==> src/rtl/tone_pkg.sv <==
// Shared encodings and default constants for the tone_sequencer block.
// The SUSTAIN state code only exists when TONE_SUSTAIN_EN is defined.
package tone_pkg;

  localparam int ADDR_W = 5;
  localparam int DIV_W  = 12;
  localparam int CNT_W  = 13;
  localparam int NKEY   = 4;

  localparam logic [DIV_W-1:0] DIV_C_DEF = 12'hBAA;
  localparam logic [DIV_W-1:0] DIV_D_DEF = 12'hA64;
  localparam logic [DIV_W-1:0] DIV_E_DEF = 12'h941;
  localparam logic [DIV_W-1:0] DIV_G_DEF = 12'h7C9;

  typedef enum logic [1:0] {
    IDLE  = 2'd0,
    PLAY  = 2'd1,
    DRAIN = 2'd2
`ifdef TONE_SUSTAIN_EN
    , SUSTAIN = 2'd3
`endif
  } state_t;

  typedef enum logic [1:0] {
    NOTE_C = 2'd0,
    NOTE_D = 2'd1,
    NOTE_E = 2'd2,
    NOTE_G = 2'd3
  } note_t;

  typedef struct packed {
    logic  valid;
    note_t note;
  } req_t;

  // Last timer value of a step: 2*(div+1)-1 == {div, 1}.
  function automatic logic [CNT_W-1:0] step_term(input logic [DIV_W-1:0] div);
    return {div, 1'b1};
  endfunction

  // Fixed priority C > D > E > G over the debounced key set (bit 0 = C).
  function automatic req_t arbitrate(input logic [NKEY-1:0] keys);
    req_t r;
    r.valid = |keys;
    if (keys[0])      r.note = NOTE_C;
    else if (keys[1]) r.note = NOTE_D;
    else if (keys[2]) r.note = NOTE_E;
    else if (keys[3]) r.note = NOTE_G;
    else              r.note = NOTE_C;
    return r;
  endfunction

endpackage

==> src/rtl/key_debounce.sv <==
// Two-flop synchroniser plus stability counter for one raw key.
// The debounced bit flips in the cycle the synchronised value has disagreed with it for DEB_CYCLES cycles.
module key_debounce #(
  parameter int DEB_CYCLES = 1000
) (
  input  logic clk50Mghz,
  input  logic rst,
  input  logic key,
  output logic deb
);

  localparam int CW = (DEB_CYCLES < 2) ? 1 : $clog2(DEB_CYCLES + 1);

  logic          s1, s2;
  logic [CW-1:0] cnt;

  always_ff @(posedge clk50Mghz or posedge rst) begin
    if (rst) begin
      s1  <= 1'b0;
      s2  <= 1'b0;
      cnt <= '0;
      deb <= 1'b0;
    end else begin
      s1 <= key;
      s2 <= s1;
      // Any return to the current debounced level restarts the stability window.
      if (s2 == deb) begin
        cnt <= '0;
      end else if (cnt == CW'(DEB_CYCLES - 1)) begin
        deb <= s2;
        cnt <= '0;
      end else begin
        cnt <= cnt + 1'b1;
      end
    end
  end

endmodule

==> src/rtl/tone_sequencer.sv <==
// Sine-ROM tone controller: debounced, priority-arbitrated keys drive a step timer and ROM address;
// note changes land only on period wraps. Optional TONE_SUSTAIN_EN adds a SUSTAIN tail after release.
module tone_sequencer #(
  parameter int          ADDR_W     = tone_pkg::ADDR_W,
  parameter int          DEB_CYCLES = 1000,
  parameter logic [11:0] DIV_C      = tone_pkg::DIV_C_DEF,
  parameter logic [11:0] DIV_D      = tone_pkg::DIV_D_DEF,
  parameter logic [11:0] DIV_E      = tone_pkg::DIV_E_DEF,
  parameter logic [11:0] DIV_G      = tone_pkg::DIV_G_DEF
`ifdef TONE_SUSTAIN_EN
  , parameter int        SUSTAIN_PERIODS = 4
`endif
) (
  input  logic              clk50Mghz,
  input  logic              rst,
  input  logic              key_c,
  input  logic              key_d,
  input  logic              key_e,
  input  logic              key_g,
  output logic [ADDR_W-1:0] address,
  output logic              active,
  output logic [1:0]        note,
  output logic              step
);
  import tone_pkg::*;

  logic [NKEY-1:0] key_raw, key_deb;
  req_t            req;

  assign key_raw = {key_g, key_e, key_d, key_c};

  genvar i;
  generate
    for (i = 0; i < NKEY; i++) begin : g_key
      key_debounce #(.DEB_CYCLES(DEB_CYCLES)) u_deb (
        .clk50Mghz (clk50Mghz),
        .rst       (rst),
        .key       (key_raw[i]),
        .deb       (key_deb[i])
      );
    end
  endgenerate

  assign req = arbitrate(key_deb);

  state_t             state, state_nxt;
  note_t              note_q;
  logic               load_note;
  logic [CNT_W-1:0]   tmr, term;
  logic [DIV_W-1:0]   div_sel;
  logic [ADDR_W-1:0]  addr_q;
  logic               tick, wrap;

`ifdef TONE_SUSTAIN_EN
  localparam int SUS_W = (SUSTAIN_PERIODS < 2) ? 1 : $clog2(SUSTAIN_PERIODS + 1);
  logic [SUS_W-1:0] sus_cnt;
`endif

  always_comb begin
    div_sel = DIV_C;
    case (note_q)
      NOTE_C: div_sel = DIV_C;
      NOTE_D: div_sel = DIV_D;
      NOTE_E: div_sel = DIV_E;
      NOTE_G: div_sel = DIV_G;
      default: div_sel = DIV_C;
    endcase
  end

  assign term = step_term(div_sel);
  assign tick = (state != IDLE) && (tmr == term);
  assign wrap = tick && (addr_q == '1);

  always_ff @(posedge clk50Mghz or posedge rst) begin
    if (rst) state <= IDLE;
    else     state <= state_nxt;
  end

  always_comb begin
    state_nxt = state;
    load_note = 1'b0;
    case (state)
      IDLE: begin
        if (req.valid) begin
          state_nxt = PLAY;
          load_note = 1'b1;
        end
      end
      PLAY: begin
        if (!req.valid || req.note != note_q) state_nxt = DRAIN;
      end
      DRAIN: begin
        // The wrap step is the only point where the note may change or sound may stop.
        if (wrap) begin
          if (req.valid) begin
            state_nxt = PLAY;
            load_note = 1'b1;
          end else begin
`ifdef TONE_SUSTAIN_EN
            state_nxt = SUSTAIN;
`else
            state_nxt = IDLE;
`endif
          end
        end else if (req.valid && req.note == note_q) begin
          state_nxt = PLAY;
        end
      end
`ifdef TONE_SUSTAIN_EN
      SUSTAIN: begin
        if (wrap) begin
          if (req.valid) begin
            state_nxt = PLAY;
            load_note = 1'b1;
          end else if (sus_cnt == SUS_W'(1)) begin
            state_nxt = IDLE;
          end
        end
      end
`endif
      default: state_nxt = IDLE;
    endcase
  end

  always_comb begin
    active = (state != IDLE);
    step   = tick;
  end

  // Timer restarts on every step, so a note switched at the wrap gets a full first interval.
  always_ff @(posedge clk50Mghz or posedge rst) begin
    if (rst) begin
      note_q <= NOTE_C;
      tmr    <= '0;
      addr_q <= '0;
    end else begin
      if (load_note) note_q <= req.note;
      if (state == IDLE || tick) tmr <= '0;
      else                       tmr <= tmr + 1'b1;
      if (state == IDLE) addr_q <= '0;
      else if (tick)     addr_q <= addr_q + 1'b1;
    end
  end

`ifdef TONE_SUSTAIN_EN
  always_ff @(posedge clk50Mghz or posedge rst) begin
    if (rst) begin
      sus_cnt <= '0;
    end else if (state == DRAIN && wrap && !req.valid) begin
      sus_cnt <= SUS_W'(SUSTAIN_PERIODS);
    end else if (state == SUSTAIN && wrap) begin
      sus_cnt <= sus_cnt - 1'b1;
    end
  end
`endif

  assign address = addr_q;
  assign note    = note_q;

endmodule
==> config.mk <==
export PLATFORM = sky130hd
export DESIGN_NAME = tone_sequencer
export DESIGN_NICKNAME = d
export VERILOG_FILES = /design/src/rtl/tone_pkg.sv /design/src/rtl/key_debounce.sv /design/src/rtl/tone_sequencer.sv
export SDC_FILE = /design/constraint.sdc
export NUM_CORES = 1
export LEC_CHECK = 0
export CAP_MARGIN = 20
export CORE_MARGIN = 2
export CORE_UTILIZATION = 55
export CTS_CLUSTER_SIZE = 14
export DETAILED_ROUTE_END_ITERATION = 16
export GPL_TIMING_DRIVEN = 0
export PLACE_DENSITY = 0.76
export SETUP_SLACK_MARGIN = 0.5
export SLEW_MARGIN = 20
export SYNTH_ARGS = -nofsm -noshare
export SYNTH_HDL_FRONTEND = slang
export SYNTH_SLANG_ARGS = --single-unit
==> constraint.sdc <==
create_clock -name clk50Mghz -period 4 [get_ports clk50Mghz]
set_input_delay 0.8 -clock clk50Mghz [delete_from_list [all_inputs] [get_ports clk50Mghz]]
set_output_delay 0.8 -clock clk50Mghz [all_outputs]
set_load 0.01 [all_outputs]
==> flow_summary_export.csv, run 1 <==
group,metric,value,unit
status,status,"complete, no violations",
synth,yosys_warnings,0,
power_and_ir_drop,p_seq_share,56.0,%
flow_run,drv_cap,0,
worst_setup_path,cp.arrival,2530,ps
worst_setup_path,required,3200,ps
layout,layout_commonest_cell,"dfrtp_1",
sta,worst_pin_slew,511.1,ps
placement,globalplace.congestion,0.7568,
sta,rsz0062_at_grt,"no",
sta,max_freq,0.3000,GHz
power_and_ir_drop,finalPower,1377,uW
sta,setup_tns,0,ps
power_and_ir_drop,power.density,340.2,mW/mm^2
synth,postSynthCellCount,343,
clocking,cts_max_level,3,
power_and_ir_drop,p_sw,311.4,uW
sta,fin_crit,3333,ps
layout,area_growth,14.10,%
clocking,clk_latency,340,ps
floorplanning,initial_core_util,56.53,%
floorplanning,num_rows,29,
floorplanning,die-area,0.007110,sq mm
placement,io_buffers,14,
routing,drt_iter0_drc,153,
floorplanning,die_w,84.32,um
sta,period_share,83.33,%
clocking,clock-root-buffer,"clkbuf_8",
synth,netlist_area,0.003548,sq mm
synth,seq_area_frac_synth,52.19,%
routing,vias,2456,
power_and_ir_drop,p_int,1066,uW
synth,synth_cell_types,41,
clocking,clock-sinks,74,
power_and_ir_drop,p_leak,0.001784,uW
routing,wl_per_cell,12.90,um
clocking,clk_pin_slew,80,ps
routing,route.detailed.drc,0,
power_and_ir_drop,pwr-share-comb,3.3,%
routing,via_per_inst,5.410,
layout,insertedDiodeCount,0,
layout,final_nets,389,
placement,dp_hpwl,4031,um
routing,wirelength,5857,um
routing,wl_met2,2849,um
synth,avgSynthCellArea,10.35,sq um
clocking,clk_path_buf_depth,2,
layout,layout_common_cells,"dfrtp_1 (72), nor2_1 (65), nand2_1 (29), xor2_1 (27), xnor2_1 (23)",
worst_setup_path,cp_max_fo,5,
clocking,cts-buffers-inserted,9,
routing,ant_nets,0,
placement,dp_worst_setup_slack,648.5,ps
worst_setup_path,start_kind,"register",
floorplanning,core_region_area,0.006277,sq mm
worst_setup_path,cp-end-kind,"primary output",
min_path,hp-class,"register to register",
worst_setup_path,critPathKind,"register to primary output",
synth,synth_seq_cells,74,
routing,met3_length,141,um
sta,whs,352.4,ps
sta,skew,12.32,ps
global_routing,grt_pass1_vias,2369,
global_routing,grt_antenna_before_repair,0,
sta,slew_headroom,65.92,%
routing,first_pass_iters,4,
sta,finalSetupViolCount,0,
clocking,cts_tree,"built",
synth,synth_ff_type,"dfrtp_1",
routing,highest_layer,"met4",
synth,syn-num-nets,360,
sta,hold_viol_final,0,
floorplanning,fp.dieH,84.32,um
power_and_ir_drop,switching_share,22.61,%
synth,async_flop_share,100.0,%
global_routing,grt_pass1_wl,10490,um
floorplanning,ios,15,
sta,slew_viol_final,0,
sta,fin_ws,666.9,ps
global_routing,grt_use_total,18.28,%
power_and_ir_drop,peakVddDrop,0.2362,mV
layout,drive_above_1_share,10.61,%
global_routing,overflow,0,
global_routing,grt_max_degree,47,
synth,synth_enable_flop_cells,0,
power_and_ir_drop,clkPwrFrac,40.7,%
worst_setup_path,r2r_slack,1510,ps
routing,wl_met1,2799,um
==> synthesized netlist by cell type (2+ instances only) <==
master | instances | area share (%)
nand3b_1 | 2 | 0.42
or3_1 | 2 | 0.35
o211ai_1 | 2 | 0.42
and3_2 | 2 | 0.42
or2b_2 | 2 | 0.49
o21ai_0 | 4 | 0.56
mux2_2 | 4 | 1.3
nand3_1 | 18 | 2.5
or4_1 | 3 | 0.63
a31oi_1 | 2 | 0.35
and2_1 | 5 | 0.88
nor2_1 | 65 | 6.9
mux2i_1 | 6 | 1.7
nor3_1 | 6 | 0.85
nand4_1 | 5 | 0.88
inv_1 | 12 | 1.3
and3_1 | 14 | 2.5
dfrtp_1 | 74 | 52
xor2_1 | 27 | 6.7
xnor2_1 | 23 | 5.7
or2_2 | 2 | 0.35
ha_1 | 11 | 3.9
a21oi_1 | 6 | 0.85
nand2_1 | 29 | 3.1
==> power groups by stage <==
| stage | sequential [uW] | combinational [uW] | clock, uW |
|---|---|---|---|
| 5_1_grt | 773 | 55.9 | 608 |
| 2_1_floorplan | 783 | 30.5 | 0 |
| 6_report | 771 | 46.1 | 560 |
| 3_3_place_gp | 786 | 42.8 | 0 |
| 3_5_place_dp | 786 | 48.1 | 0 |
| 4_1_cts | 771 | 48.5 | 576 |
==> layout make-up <==
type                    instances  area [sq um]
fillers                       482          2228
flip-flops and latches         74          1854
multi-input cells             256          1662
repair buffers                 18         190.2
clock buffers                   9         123.9
well taps                      77         96.34
clock inverters                 7         70.07
inverters                      12         47.55
plain buffers                   1         5.005
==> metrics by stage <==
stage / util (%) / area, sq um / std cells
CTS: 64.20 / 4030 / 452
finish: 64.50 / 4049 / 454
detailed placement: 60.77 / 3815 / 435
floorplan: - / 3548 / 343
global placement: 60.30 / 3785 / 434
global route: 64.50 / 4049 / 454
==> kinds of logic (layout without fill, tap and decap cells) <==
kind of cell    Yosys count  in the layout  share of synthesized area, %
mux                      10             10                         2.962
flops                    74             74                         52.19
xor+xnor                 50             50                         12.34
simple gates            163            163                         22.46
fa+ha+maj                11             11                         3.879
buf+inv                  13             47                         1.410
compound gates           22             22                         4.760
==> worst max-delay path, stage by stage (launching register included) <==
cell and delay, ps:
dfrtp_2 440, inv_1 130, ha_2 250, xor2_1 120, a2111oi_4 380, nand4_1 180
nor2_1 140, clkdlybuf4s50_1 550
==> per-layer routing <==
layer	track usage, %	vias up
li1	-	1216
met3	4.916	6
met5	0	-
met1	25.36	1205
met2	27.99	29
met4	6.305	0
==> flip-flops by register name (all words and copies together) (netlist names) <==
name / flops
state: 2
note: 2
tmr: 13
g_key.u_deb.s1: 4
g_key.u_deb.s2: 4
g_key.u_deb.deb: 4
g_key.u_deb.cnt: 40
address: 5
==> path summary, 6_finish.rpt <==
kind | from | to | cells past startpoint
setup / recovery | note[1]$_DFFE_PP0P_ | step | 7
hold / removal | g_key[0].u_deb.s1$_DFF_PP0_ | g_key[0].u_deb.s2$_DFF_PP0_ | 0
setup reg to reg | note[0]$_DFFE_PP0P_ | address[3]$_DFFE_PP0N_ | 7
hold reg to reg | g_key[0].u_deb.s1$_DFF_PP0_ | g_key[0].u_deb.s2$_DFF_PP0_ | 0
max in group asynchronous | rst | note[1]$_DFFE_PP0P_ | 3
min in group asynchronous | rst | g_key[0].u_deb.s1$_DFF_PP0_ | 2
==> repair_timing <==
action / in CTS / in global routing
hold buffers: 0 / 0
gates cloned: 0 / 0
hold endpoints to repair: 0 / 0
pin swaps: 1 / 1
resized for setup: 2 / 2
setup buffers: 1 / 2
endpoints found under the setup margin: 1 / 1
(Power assumes the default switching activity.)
==> inputs of run 2 (changes only) <==
Settings changed: CORE_UTILIZATION 55 to 54, PLACE_DENSITY 0.76 to 0.78.
Clock period 4 ns to 2.8 ns, I/O delays scaled along.
==> run 2 against run 1 <==
- critical path depth is the same
- hold slack got worse by 0.95 ps
- critical endpoint unchanged
- register-to-register slack lost 1300 ps
- die area grew 1.8%
- routed wire length rose by 16%
- final cell count increased by 3.7%
- sequential share of layout area decreased by 2.7 points
- largest power group unchanged
- non-clock buffer count is 18 higher
- core utilization grew 3.3 points
==> flow_summary_export.csv, run 2 (same netlist as run 1, synthesis figures left out) <==
group,metric,value,unit
sta,period_share,93.65,%
floorplanning,fp.dieH,85.06,um
routing,drt_iter0_drc,91,
floorplanning,die-area,0.007235,sq mm
worst_setup_path,r2r_slack,200,ps
placement,io_buffers,14,
clocking,cts-buffers-inserted,9,
layout,largest_reg_flops,40,
clocking,cts_max_level,3,
sta,slew_headroom,75.60,%
placement,dp_worst_setup_slack,-170.3,ps
routing,vias,2546,
clocking,cts_tree,"built",
layout,insertedDiodeCount,0,
layout,nFillCells,470,
power_and_ir_drop,peakVddDrop,0.3499,mV
layout,final_nets,407,
routing,first_pass_iters,4,
min_path,whs_path_depth,0,
floorplanning,core_region_area,0.006350,sq mm
min_path,holdCritStartpoint,"g_key[1].u_deb.s1$_DFF_PP0_",
clocking,clock-root-buffer,"clkbuf_8",
routing,wl_per_cell,14.44,um
clocking,clock-sinks,74,
global_routing,grt_pass1_wl,11860,um
flow_run,drv_cap,0,
layout,area_growth,21.33,%
sta,fin_crit,2622,ps
sta,worst_pin_slew,362.1,ps
placement,dp_hpwl,4327,um
worst_setup_path,rr_startpoint,"note[1]$_DFFE_PP0P_",
global_routing,grt_max_degree,36,
worst_setup_path,cp-end-kind,"primary output",
layout,finalCoreUtilization,67.80,%
layout,regMostFlops,"g_key.u_deb.cnt",
clocking,postCtsHoldBufs,0,
layout,layout_commonest_cell,"dfrtp_1",
sta,rsz0062_at_grt,"yes",
power_and_ir_drop,power.density,442.9,mW/mm^2
worst_setup_path,cp.arrival,2060,ps
min_path,holdPathEnd,"g_key[1].u_deb.s2$_DFF_PP0_",
floorplanning,die_w,85.06,um
status,status,"complete, no violations",
power_and_ir_drop,p_leak,0.001877,uW
floorplanning,initial_core_util,55.88,%
sta,skew,9.760,ps
routing,wirelength,6799,um
routing,route.detailed.drc,0,
global_routing,grt_use_total,20.65,%
sta,finalSetupViolCount,0,
floorplanning,ios,15,
worst_setup_path,required,2240,ps
sta,fin_ws,177.7,ps
global_routing,grt_antenna_before_repair,0,
sta,slew_viol_final,0,
routing,ant_nets,0,
worst_setup_path,critPathKind,"register to primary output",
clocking,clk_latency,350,ps
floorplanning,num_rows,29,
min_path,hp-class,"register to register",
worst_setup_path,worstReg2RegEnd,"state[1]$_DFFE_PP0P_",
worst_setup_path,start_kind,"register",
sta,hold_viol_final,0,
sta,max_freq,0.3813,GHz
placement,globalplace.congestion,0.7337,
layout,drive_above_1_share,17.01,%
layout,layout_common_cells,"dfrtp_1 (72), nor2_1 (64), nand2_1 (29), xor2_1 (26), xnor2_1 (22)",
global_routing,overflow,0,
routing,via_per_inst,5.406,
worst_setup_path,cp_max_fo,4,
global_routing,grt_pass1_vias,2598,
worst_setup_path,r2r_cells,14,
clocking,clk_pin_slew,70,ps
clocking,clk_path_buf_depth,2,
[run 2: cell count changes in the layout (fill, tap and decap cells not counted), sizes merged]
cell	delta
clkinv	-4
inv	-1
clkinvlp	+1
clkdlybuf4s50	-1
bufinv	-1
buf	+19
clkbuf	+4
[run 2: cell type report]
class / count / area, sq um / area share (%)
Inverter: 12 / 53.80 / 1.250
Timing Repair Buffer: 36 / 351.6 / 8.166
Sequential cell: 74 / 1854 / 43.07
Buffer: 1 / 5.005 / 0.1162
Clock buffer: 13 / 158.9 / 3.691
Clock inverter: 2 / 12.51 / 0.2906
Tap cell: 77 / 96.34 / 2.238
Multi-Input combinational cell: 256 / 1773 / 41.18
[run 2: routing by layer]
| metal | GRT usage (%) | part of all wire [%] | vias up |
|---|---|---|---|
| met5 | 0 | 0 | - |
| met2 | 34.94 | 50 | 37 |
| met4 | 9.668 | 2.2 | 0 |
| met1 | 25.49 | 45 | 1244 |
| li1 | - | - | 1251 |
| met3 | 4.086 | 2.6 | 14 |
[run 2: critical path: stages, from the launching register on]
cell and delay (ps):
dfrtp_2 420, buf_6 130, ha_4 170, xnor2_4 140
a2111oi_4 340, nand4_1 210, nor2_1 160, buf_2 140
[run 2: stage by stage]
step                power (uW)  cell area, sq um  hold slack [ps]  std cells  TNS [ps]
CTS                       1924              4193            353.8        464         0
detailed placement        1194              3847            338.1        436    -170.3
global placement          1184              3807            333.2        434    -125.1
global route              1982              4305            359.0        471         0
finish                    1907              4305            351.4        471         0
floorplan                 1163              3571            331.2        343         0
[run 2: timing repair]
| item | in CTS | in global routing |
|---|---|---|
| endpoints found under the setup margin | 14 | 5 |
| buffers inserted | 13 | 7 |
| pin swaps | 6 | 7 |
| gates resized for setup | 24 | 10 |
[run 2: worst max-delay path by stage]
stage                             start                   end  slack (ps)  depth (start not counted)
floorplan           note[0]$_DFFE_PP0P_                  step         540                          6
global placement    note[0]$_DFFE_PP0P_                  step        -130                          7
detailed placement  note[1]$_DFFE_PP0P_                  step        -170                          7
CTS                 note[1]$_DFFE_PP0P_                  step         240                          7
global route        note[1]$_DFFE_PP0P_  state[1]$_DFFE_PP0P_         110                         14
finish              note[1]$_DFFE_PP0P_                  step         180                          7
[run 2: power by group]
group          total [uW]  internal (uW)  switching, uW
combinational        69.2           27.4           41.7
clock                 734            365            370
sequential           1100           1090           15.0
total                1910           1480            427
